$ cat config.mk
export PLATFORM = sky130hd
export DESIGN_NAME = text_writer
export DESIGN_NICKNAME = d
export VERILOG_FILES = /design/src/rtl/text_pkg.sv /design/src/rtl/text_writer.sv
export SDC_FILE = /design/constraint.sdc
export NUM_CORES = 1
export LEC_CHECK = 0
export CORE_MARGIN = 2
export CORE_UTILIZATION = 46
export CTS_CLUSTER_DIAMETER = 30
export DETAILED_ROUTE_END_ITERATION = 16
export PLACE_DENSITY = 0.69
export SETUP_SLACK_MARGIN = 0.5
export SYNTH_ARGS = -nofsm -noshare
export SYNTH_HDL_FRONTEND = slang
export SYNTH_SLANG_ARGS = --single-unit
$ cat constraint.sdc
create_clock -name clk -period 5.82 [get_ports clk]
set_clock_uncertainty 0.1 [all_clocks]
set_input_delay 1.164 -clock clk [delete_from_list [all_inputs] [get_ports clk]]
set_output_delay 1.164 -clock clk [all_outputs]
set_load 0.005 [all_outputs]
$ cat src/rtl/text_pkg.sv
// Shared constants for the text console path: screen geometry, blank character
// and the control codes that the writer and the display pipeline both use.
package text_pkg;

    localparam int COLS  = 100;
    localparam int ROWS  = 30;
    localparam int ROW_W = 5;
    localparam int COL_W = 7;

    localparam logic [7:0] CHAR_SPACE = 8'h20;
    localparam logic [7:0] CR         = 8'h0D;
    localparam logic [7:0] LF         = 8'h0A;
    localparam logic [7:0] BS         = 8'h08;
    localparam logic [7:0] TAB        = 8'h09;

    function automatic logic is_printable(input logic [7:0] c);
        return (c >= 8'h20) && (c <= 8'h7E);
    endfunction

endpackage

$ cat src/rtl/text_writer.sv
// Character stream to VRAM writer: tracks the cursor, handles control codes,
// scrolls by advancing top_row and blanking the row that just came into view.
module text_writer #(
    parameter int COLS = text_pkg::COLS,
    parameter int ROWS = text_pkg::ROWS
) (
    input  logic       clk,
    input  logic       reset,
    input  logic       in_valid,
    input  logic [7:0] in_char,
    output logic       in_ready,
    output logic       vram_we,
    output logic [4:0] vram_row,
    output logic [6:0] vram_col,
    output logic [7:0] vram_char,
    output logic [4:0] top_row,
    output logic [4:0] cursor_row,
    output logic [6:0] cursor_col
);
    import text_pkg::*;

    typedef enum logic [1:0] {CLEAR_ALL, IDLE, CLEAR_ROW} state_t;

    localparam logic [ROW_W-1:0] LAST_ROW = ROW_W'(ROWS - 1);
    localparam logic [COL_W-1:0] LAST_COL = COL_W'(COLS - 1);

    state_t           state, state_n;
    logic [ROW_W-1:0] clr_row, clr_row_n, top_row_n, cur_row_n, wr_row_n, nl_row;
    logic [COL_W-1:0] clr_col, clr_col_n, cur_col_n, wr_col_n;
    logic [7:0]       wr_char_n, tab_col;
    logic             we_n, ready_n, do_newline;

    function automatic logic [ROW_W-1:0] row_inc(input logic [ROW_W-1:0] r);
        return (r == LAST_ROW) ? '0 : r + 1'b1;
    endfunction

    always_comb begin
        // NOTE: every variable gets a default first so no path can infer a latch.
        state_n    = state;
        clr_row_n  = clr_row;
        clr_col_n  = clr_col;
        top_row_n  = top_row;
        cur_row_n  = cursor_row;
        cur_col_n  = cursor_col;
        we_n       = 1'b0;
        wr_row_n   = vram_row;
        wr_col_n   = vram_col;
        wr_char_n  = vram_char;
        do_newline = 1'b0;
        nl_row     = row_inc(cursor_row);
        tab_col    = {1'b0, cursor_col | 7'd7} + 8'd1;

        case (state)
            CLEAR_ALL: begin
                we_n      = 1'b1;
                wr_row_n  = clr_row;
                wr_col_n  = clr_col;
                wr_char_n = CHAR_SPACE;
                if (clr_col == LAST_COL) begin
                    clr_col_n = '0;
                    if (clr_row == LAST_ROW) begin
                        clr_row_n = '0;
                        state_n   = IDLE;
                    end else begin
                        clr_row_n = clr_row + 1'b1;
                    end
                end else begin
                    clr_col_n = clr_col + 1'b1;
                end
            end
            CLEAR_ROW: begin
                we_n      = 1'b1;
                wr_row_n  = clr_row;
                wr_col_n  = clr_col;
                wr_char_n = CHAR_SPACE;
                if (clr_col == LAST_COL) begin
                    clr_col_n = '0;
                    state_n   = IDLE;
                end else begin
                    clr_col_n = clr_col + 1'b1;
                end
            end
            default: begin
                if (in_valid && in_ready) begin
                    if (is_printable(in_char)) begin
                        we_n      = 1'b1;
                        wr_row_n  = cursor_row;
                        wr_col_n  = cursor_col;
                        wr_char_n = in_char;
                        if (cursor_col == LAST_COL) begin
                            cur_col_n  = '0;
                            do_newline = 1'b1;
                        end else begin
                            cur_col_n = cursor_col + 1'b1;
                        end
                    end else begin
                        case (in_char)
                            CR:      cur_col_n = '0;
                            LF:      do_newline = 1'b1;
                            BS:      if (cursor_col != '0) cur_col_n = cursor_col - 1'b1;
                            TAB:     cur_col_n = (tab_col > {1'b0, LAST_COL}) ? LAST_COL : tab_col[6:0];
                            default: ;
                        endcase
                    end
                    if (do_newline) begin
                        cur_row_n = nl_row;
                        if (nl_row == top_row) begin
                            top_row_n = row_inc(top_row);
                            state_n   = CLEAR_ROW;
                            clr_row_n = nl_row;
                            clr_col_n = '0;
                            // A bare LF has no char write, so the first blank goes out now.
                            if (!we_n) begin
                                we_n      = 1'b1;
                                wr_row_n  = nl_row;
                                wr_col_n  = '0;
                                wr_char_n = CHAR_SPACE;
                                clr_col_n = COL_W'(1);
                            end
                        end
                    end
                end
            end
        endcase

        ready_n = (state == IDLE) && (state_n == IDLE);
    end

    always_ff @(posedge clk or posedge reset) begin
        if (reset) begin
            state      <= CLEAR_ALL;
            clr_row    <= '0;
            clr_col    <= '0;
            top_row    <= '0;
            cursor_row <= '0;
            cursor_col <= '0;
            vram_we    <= 1'b0;
            vram_row   <= '0;
            vram_col   <= '0;
            vram_char  <= '0;
            in_ready   <= 1'b0;
        end else begin
            // NOTE: sequential state uses non-blocking assignments only.
            state      <= state_n;
            clr_row    <= clr_row_n;
            clr_col    <= clr_col_n;
            top_row    <= top_row_n;
            cursor_row <= cur_row_n;
            cursor_col <= cur_col_n;
            vram_we    <= we_n;
            vram_row   <= wr_row_n;
            vram_col   <= wr_col_n;
            vram_char  <= wr_char_n;
            in_ready   <= ready_n;
        end
    end

endmodule

==> After elaboration in Yosys (flattened, before gate mapping) <==
Cells that the tools add are included.
{ "word_totals": {"reg_bits": 53, "input_bits": 11} }
{ "classes": {"addsub": 7, "magnitude_cmp": 3, "n_eq_ne": 15, "n_mux": 56, "bitwise": 2, "n_reduce_logical": 18} }
{ "op_table": {"columns": ["operator", "n"], "rows": [
  ["2-to-1 mux 7 bit", 15],
  ["2-to-1 mux 5 bit", 13],
  ["2-to-1 mux 8 bit", 6],
  ["== test 8 x 4 -> 1 bit (second input constant)", 4],
  ["one-hot mux 7 bit (3 select lines)", 1],
  ["adder 5 x 1 -> 5 bit (second input constant)", 3],
  ["== test 5 bit (second input constant)", 3],
  ["adder 7 x 1 -> 7 bit (second input constant)", 2],
  ["== test 7 bit (second input constant)", 2],
  ["2-to-1 mux 1 bit", 13],
  ["2-to-1 mux 2 bit", 6],
  ["nonzero test 2 bit", 6],
  ["one-hot mux 5 bit (2 select lines)", 1],
  ["adder 7 x 1 -> 8 bit (second input constant)", 1],
  [">= comparator 8 x 6 -> 1 bit (second input constant)", 1],
  ["> comparator 8 x 7 -> 1 bit (second input constant)", 1],
  ["<= comparator 8 x 7 -> 1 bit (second input constant)", 1],
  ["AND reduction 4 bit", 2],
  ["nonzero test 7 bit", 1],
  ["subtractor 7 x 1 -> 7 bit (second input constant)", 1],
  ["AND reduction 3 bit", 2],
  ["== test 5 bit", 1],
  ["AND reduction 5 bit", 1],
  ["== test 2 x 1 -> 1 bit (second input constant)", 2],
  ["9 further kinds", 12]
]} }

==> Depth between registers and ports, before layout <==
{ "logic_depth": {"depth_word": 10, "mapped_depth": 9, "mapped_depth_nobuf": 8} }

==> Worst setup path before layout <==
Ideal clock, no wire load.
{ "synth_timing": {"kind": "input port to flip-flop", "start": "in in_char[4]", "end": "reg top_row[4]", "arrival_ns": 2.976, "path_slack_ns": 2.617, "path_stages": 8, "path_buffers": 2, "cell_sequence": "or4b_4 nor4b_4 o2bb2a_4 buf_6 nand4b_4 buf_6 o31ai_4 o21ai_2"} }
{ "synth_via": {"elab_chain_len": 6, "word_cells_on_any_way": 9, "classes_between": "order compare (2); eq/ne (1); mux (4); reduce/logical (2)"} }
{ "synth_lines": {"columns": ["element", "line", "rtl"], "rows": [
  ["start: declaration", "text_writer.sv:10", "input logic [7:0] in_char,"],
  [">= comparator 8 x 6 -> 1 bit, or another cell as far along", "text_pkg.sv:17", "return (c >= 8'h20) && (c <= 8'h7E);"],
  ["logical AND 1 bit or 2-to-1 mux 1 bit (tied branches)", "text_pkg.sv:17, text_writer.sv:97", null],
  ["2-to-1 mux 1 bit *", "text_writer.sv:85", "if (is_printable(in_char)) begin"],
  ["2-to-1 mux 1 bit *", "text_writer.sv:84", "if (in_valid && in_ready) begin"],
  ["2-to-1 mux 1 bit *", "text_writer.sv:53", "case (state)"],
  ["AND reduction 4 bit (no source line) *", null, null],
  ["end signal: assignment", "text_writer.sv:147", "top_row <= top_row_n;"],
  ["end: declaration", "text_writer.sv:16", "output logic [4:0] top_row,"]
]} }
Mark *: on every way between the ends. The rest lies on a longest branch, timed or not. The select of a mux whose other input is x is not followed.
A chain may end at the register's enable or synchronous reset.

==> Worst setup path after layout <==
{ "layout_timing": {"start": "in in_char[5]", "end": "reg clr_row[2]"} }
{ "layout_via": {"elab_chain_len": 7, "word_cells_on_any_way": 10, "classes_between": "order compare (2); eq/ne (1); mux (4); reduce/logical (3)"} }
{ "layout_lines": {"columns": ["element", "line", "rtl"], "rows": [
  [">= comparator 8 x 6 -> 1 bit, or another cell as far along", "text_pkg.sv:17", null],
  ["logical AND 1 bit or 2-to-1 mux 1 bit (tied branches)", "text_pkg.sv:17, text_writer.sv:97", null],
  ["2-to-1 mux 1 bit *", "text_writer.sv:85", null],
  ["2-to-1 mux 1 bit *", "text_writer.sv:84", null],
  ["2-to-1 mux 1 bit *", "text_writer.sv:53", null],
  ["nonzero test 2 bit (no source line) *", null, null],
  ["AND reduction 5 bit (no source line) *", null, null],
  ["end signal: assignment", "text_writer.sv:145", "clr_row <= clr_row_n;"],
  ["end: declaration", "text_writer.sv:28", "logic [ROW_W-1:0] clr_row, clr_row_n, top_row_n, cur_row_n, wr_row_n, nl_row;"]
]} }
Marks and branches as above.

==> flow_metrics.tcl <==
set metrics [dict create \
    synth_edf_count 0 \
    period_needed_ns 3.51 \
    hold_viol 0 \
    rsz0062_at_grt "no" \
    synth.most_common_cell "dfrtp_1" \
    cts_sinks 53 \
    ys_seq_area_share_pct 37.4 \
    vias_per_cell 6.00 \
    powerDensity_mw_per_mm2 157 \
    hold_class "flip-flop to flip-flop" \
    start_util_pct 46.6 \
    overflow 0 \
    hold_buffers 0 \
    cp.arrival_ns 3.65 \
    reg2reg_depth 7 \
    multiInputGateArea_mm2 0.00208 \
    power.total_w 0.000662 \
    ant_nets 0 \
    cp-start-kind "input pin" \
    syn_area_per_cell_um2 8.74 \
    place_congestion 0.879 \
    cts-resized-gates 0 \
    vias 3288 \
    worstPathMaxFanout 13 \
    root_buffer "clkbuf_8" \
    ys.flop_type "dfrtp_1" \
    groute.usage.overall_pct 22.2 \
    syn_to_final_growth_pct 18.7 \
    grt_pass1_vias 2977 \
    cts.clk_slew.worst_paths_ns 0.10 \
    synthDistinctLibCells 72 \
    synth.area.mux_share_pct 2.72 \
    synth-seq-cells 53 \
    holdCritStartpoint "state[1]" \
    insertion_delay_ns 0.31 \
    synth_top_area_share_pct 37.4 \
    cts_tree "built" \
    netlist_top_cells_count "dfrtp_1, nand2_1, nor2_1, o21ai_0, a21oi_1" \
    regArea_mm2 0.00133 \
    cts_setup_buffers 0 \
    cts_buffers 5 \
    drive_gt1_share_pct 8.97 \
    synth_xor_area_share_pct 2.43 \
    yosys-top-cells-area "dfrtp_1, o21ai_0, nand2_1" \
    crit_required_ns 5.95 \
    layout.nets 468 \
    maxSlewHeadroom_pct 51.9 \
    ioPinCount 50 \
    die_y_um 91.8 \
    drc 0 \
    grt_pass1_wl_um 15100 \
    report.final.slew_viol_count 0 \
    dpl_cell_area_mm2 0.00410 \
    hpwl_um 6610 \
    htree_levels 2 \
    diodes 0 \
    syn_nets 429 \
    fillers 711 \
    drt-initial-drc-count 275 \
    die_w_um 91.8 \
    fin_area_mm2 0.00421 \
    tns_ns 0 \
    peakVddDrop_v 0.000105 \
    ys_warn_count 0 \
    p_leak_nw 1.68 \
    crit_path_end_kind "flip-flop" \
    grt_max_degree 54 \
    whs_path_depth 1 \
    async_reset_ff_share_pct 100 \
    antenna_found_initial 0 \
    setup_viol 0 \
    synth_fa_ha_area_share_pct 4.23 \
    r2r-end "vram_col[4]" \
    synth_compound_area_share_pct 24.2 \
    die_area_mm2 0.00843 \
    tightest_slew_ns 0.721 \
    fin_crit_sh_pct 60.3 \
    synthSimpleGateAreaFrac_pct 24.8 \
    synthesis.area_mm2 0.00355 \
    synthCells 406 \
    r2r-start "cursor_row[0]" \
    outcome "finished, final reports clean" \
    firstDrtPassIters 5 \
    core_area_mm2 0.00761 \
    reg2reg_slack_ns 2.77 \
    num_rows 32 \
    critical_path_class "input pin to flip-flop" \
    holdWs_ns 0.412 \
    wl_per_cell_um 17.0 \
    synth_top_family_by_area "simple AND/OR/NAND/NOR gates" \
    clockBufferDepth 2 \
    portBuffers 49 \
    wl_um 9320 \
    worstHoldEndpoint "in_ready" \
    maxCapViolations 0 \
    synth_area_leader_cell "dfrtp_1" \
    fmax_ghz 0.285 \
]
## power breakdown
part / total (W) / switching, W / leakage [nW] / internal (W)
clock network: 0.000260 / 0.000131 / 0.0543 / 0.000129
registers: 0.000368 / 0 / 0.640 / 0.000368
logic: 0.0000342 / 0.0000225 / 0.984 / 0.0000117
total: 0.000662 / 0.000153 / 1.68 / 0.000509
## worst max path at each step
stage	start	to	slack, ns	cells past startpoint
detailed placement	in_char[5]	vram_col[4]	1.98	6
global route	in_char[5]	vram_col[0]	2.17	6
global placement	in_char[5]	vram_col[0]	2.04	6
floorplan	in_char[4]	top_row[4]	2.62	8
finish	in_char[5]	clr_row[2]	2.31	7
CTS	in_char[5]	clr_row[2]	2.31	7
## stage by stage
stage | util [%] | std cells | setup WS (ns)
6_report | 55.4 | 548 | 2.31
5_1_grt | 55.4 | 548 | 2.17
4_1_cts | 55.4 | 548 | 2.31
3_5_place_dp | 53.9 | 540 | 1.98
3_3_place_gp | 53.9 | 540 | 2.04
2_1_floorplan | - | 406 | 2.62
## per-layer routing
layer / vias to the layer above / wire length, um / track usage (%)
li1: 1570 / - / -
met1: 1597 / 4390 / 34.2
met2: 116 / 4320 / 33.2
met3: 5 / 549 / 2.79
met4: 0 / 67 / 5.22
met5: - / 0 / 0
## cells in the final DEF, fill, tap and decap left out, drive strengths merged, types with 6 or more instances in the layout
master / netlist / layout
a21oi: 28 / 28
a22oi: 9 / 9
a31oi: 9 / 9
and3: 11 / 11
clkdlybuf4s50: 0 / 49
dfrtp: 53 / 53
ha: 12 / 12
inv: 14 / 14
nand2: 41 / 41
nand3: 19 / 19
nor2: 40 / 40
nor3: 19 / 19
nor4: 6 / 6
o21ai: 37 / 37
o31ai: 8 / 8
## cells by family (layout without fill, tap and decap cells)
logic type      after synthesis  in the layout
xor+xnor                      9              9
fa+ha+maj                    12             12
simple gates                166            166
compound gates              123            123
mux                           9              9
buf+inv                      34             74
flops                        53             53
## registers in the layout (all words and copies together) (netlist names), 2 cells and up
signal and count:
clr_col 7, clr_row 5, cursor_col 7, cursor_row 5
state 2, top_row 5, vram_char 8, vram_col 7
vram_row 5
## critical path: stages
cell and delay [ns]:
clkdlybuf4s50_1 0.47, or4b_4 0.59, nor4b_4 0.38, o2bb2a_4 0.23, nand4b_4 0.33, a21oi_4 0.29, a2bb2oi_1 0.18
## cell type report
| class | count | area share, % |
|---|---|---|
| Inverter | 14 | 1.25 |
| Tap cell | 102 | 3.03 |
| Multi-Input combinational cell | 319 | 49.3 |
| Sequential cell | 53 | 31.5 |
| Timing Repair Buffer | 52 | 12.2 |
| Clock inverter | 3 | 1.10 |
| Clock buffer | 5 | 1.63 |
(Power assumes the default switching activity.)
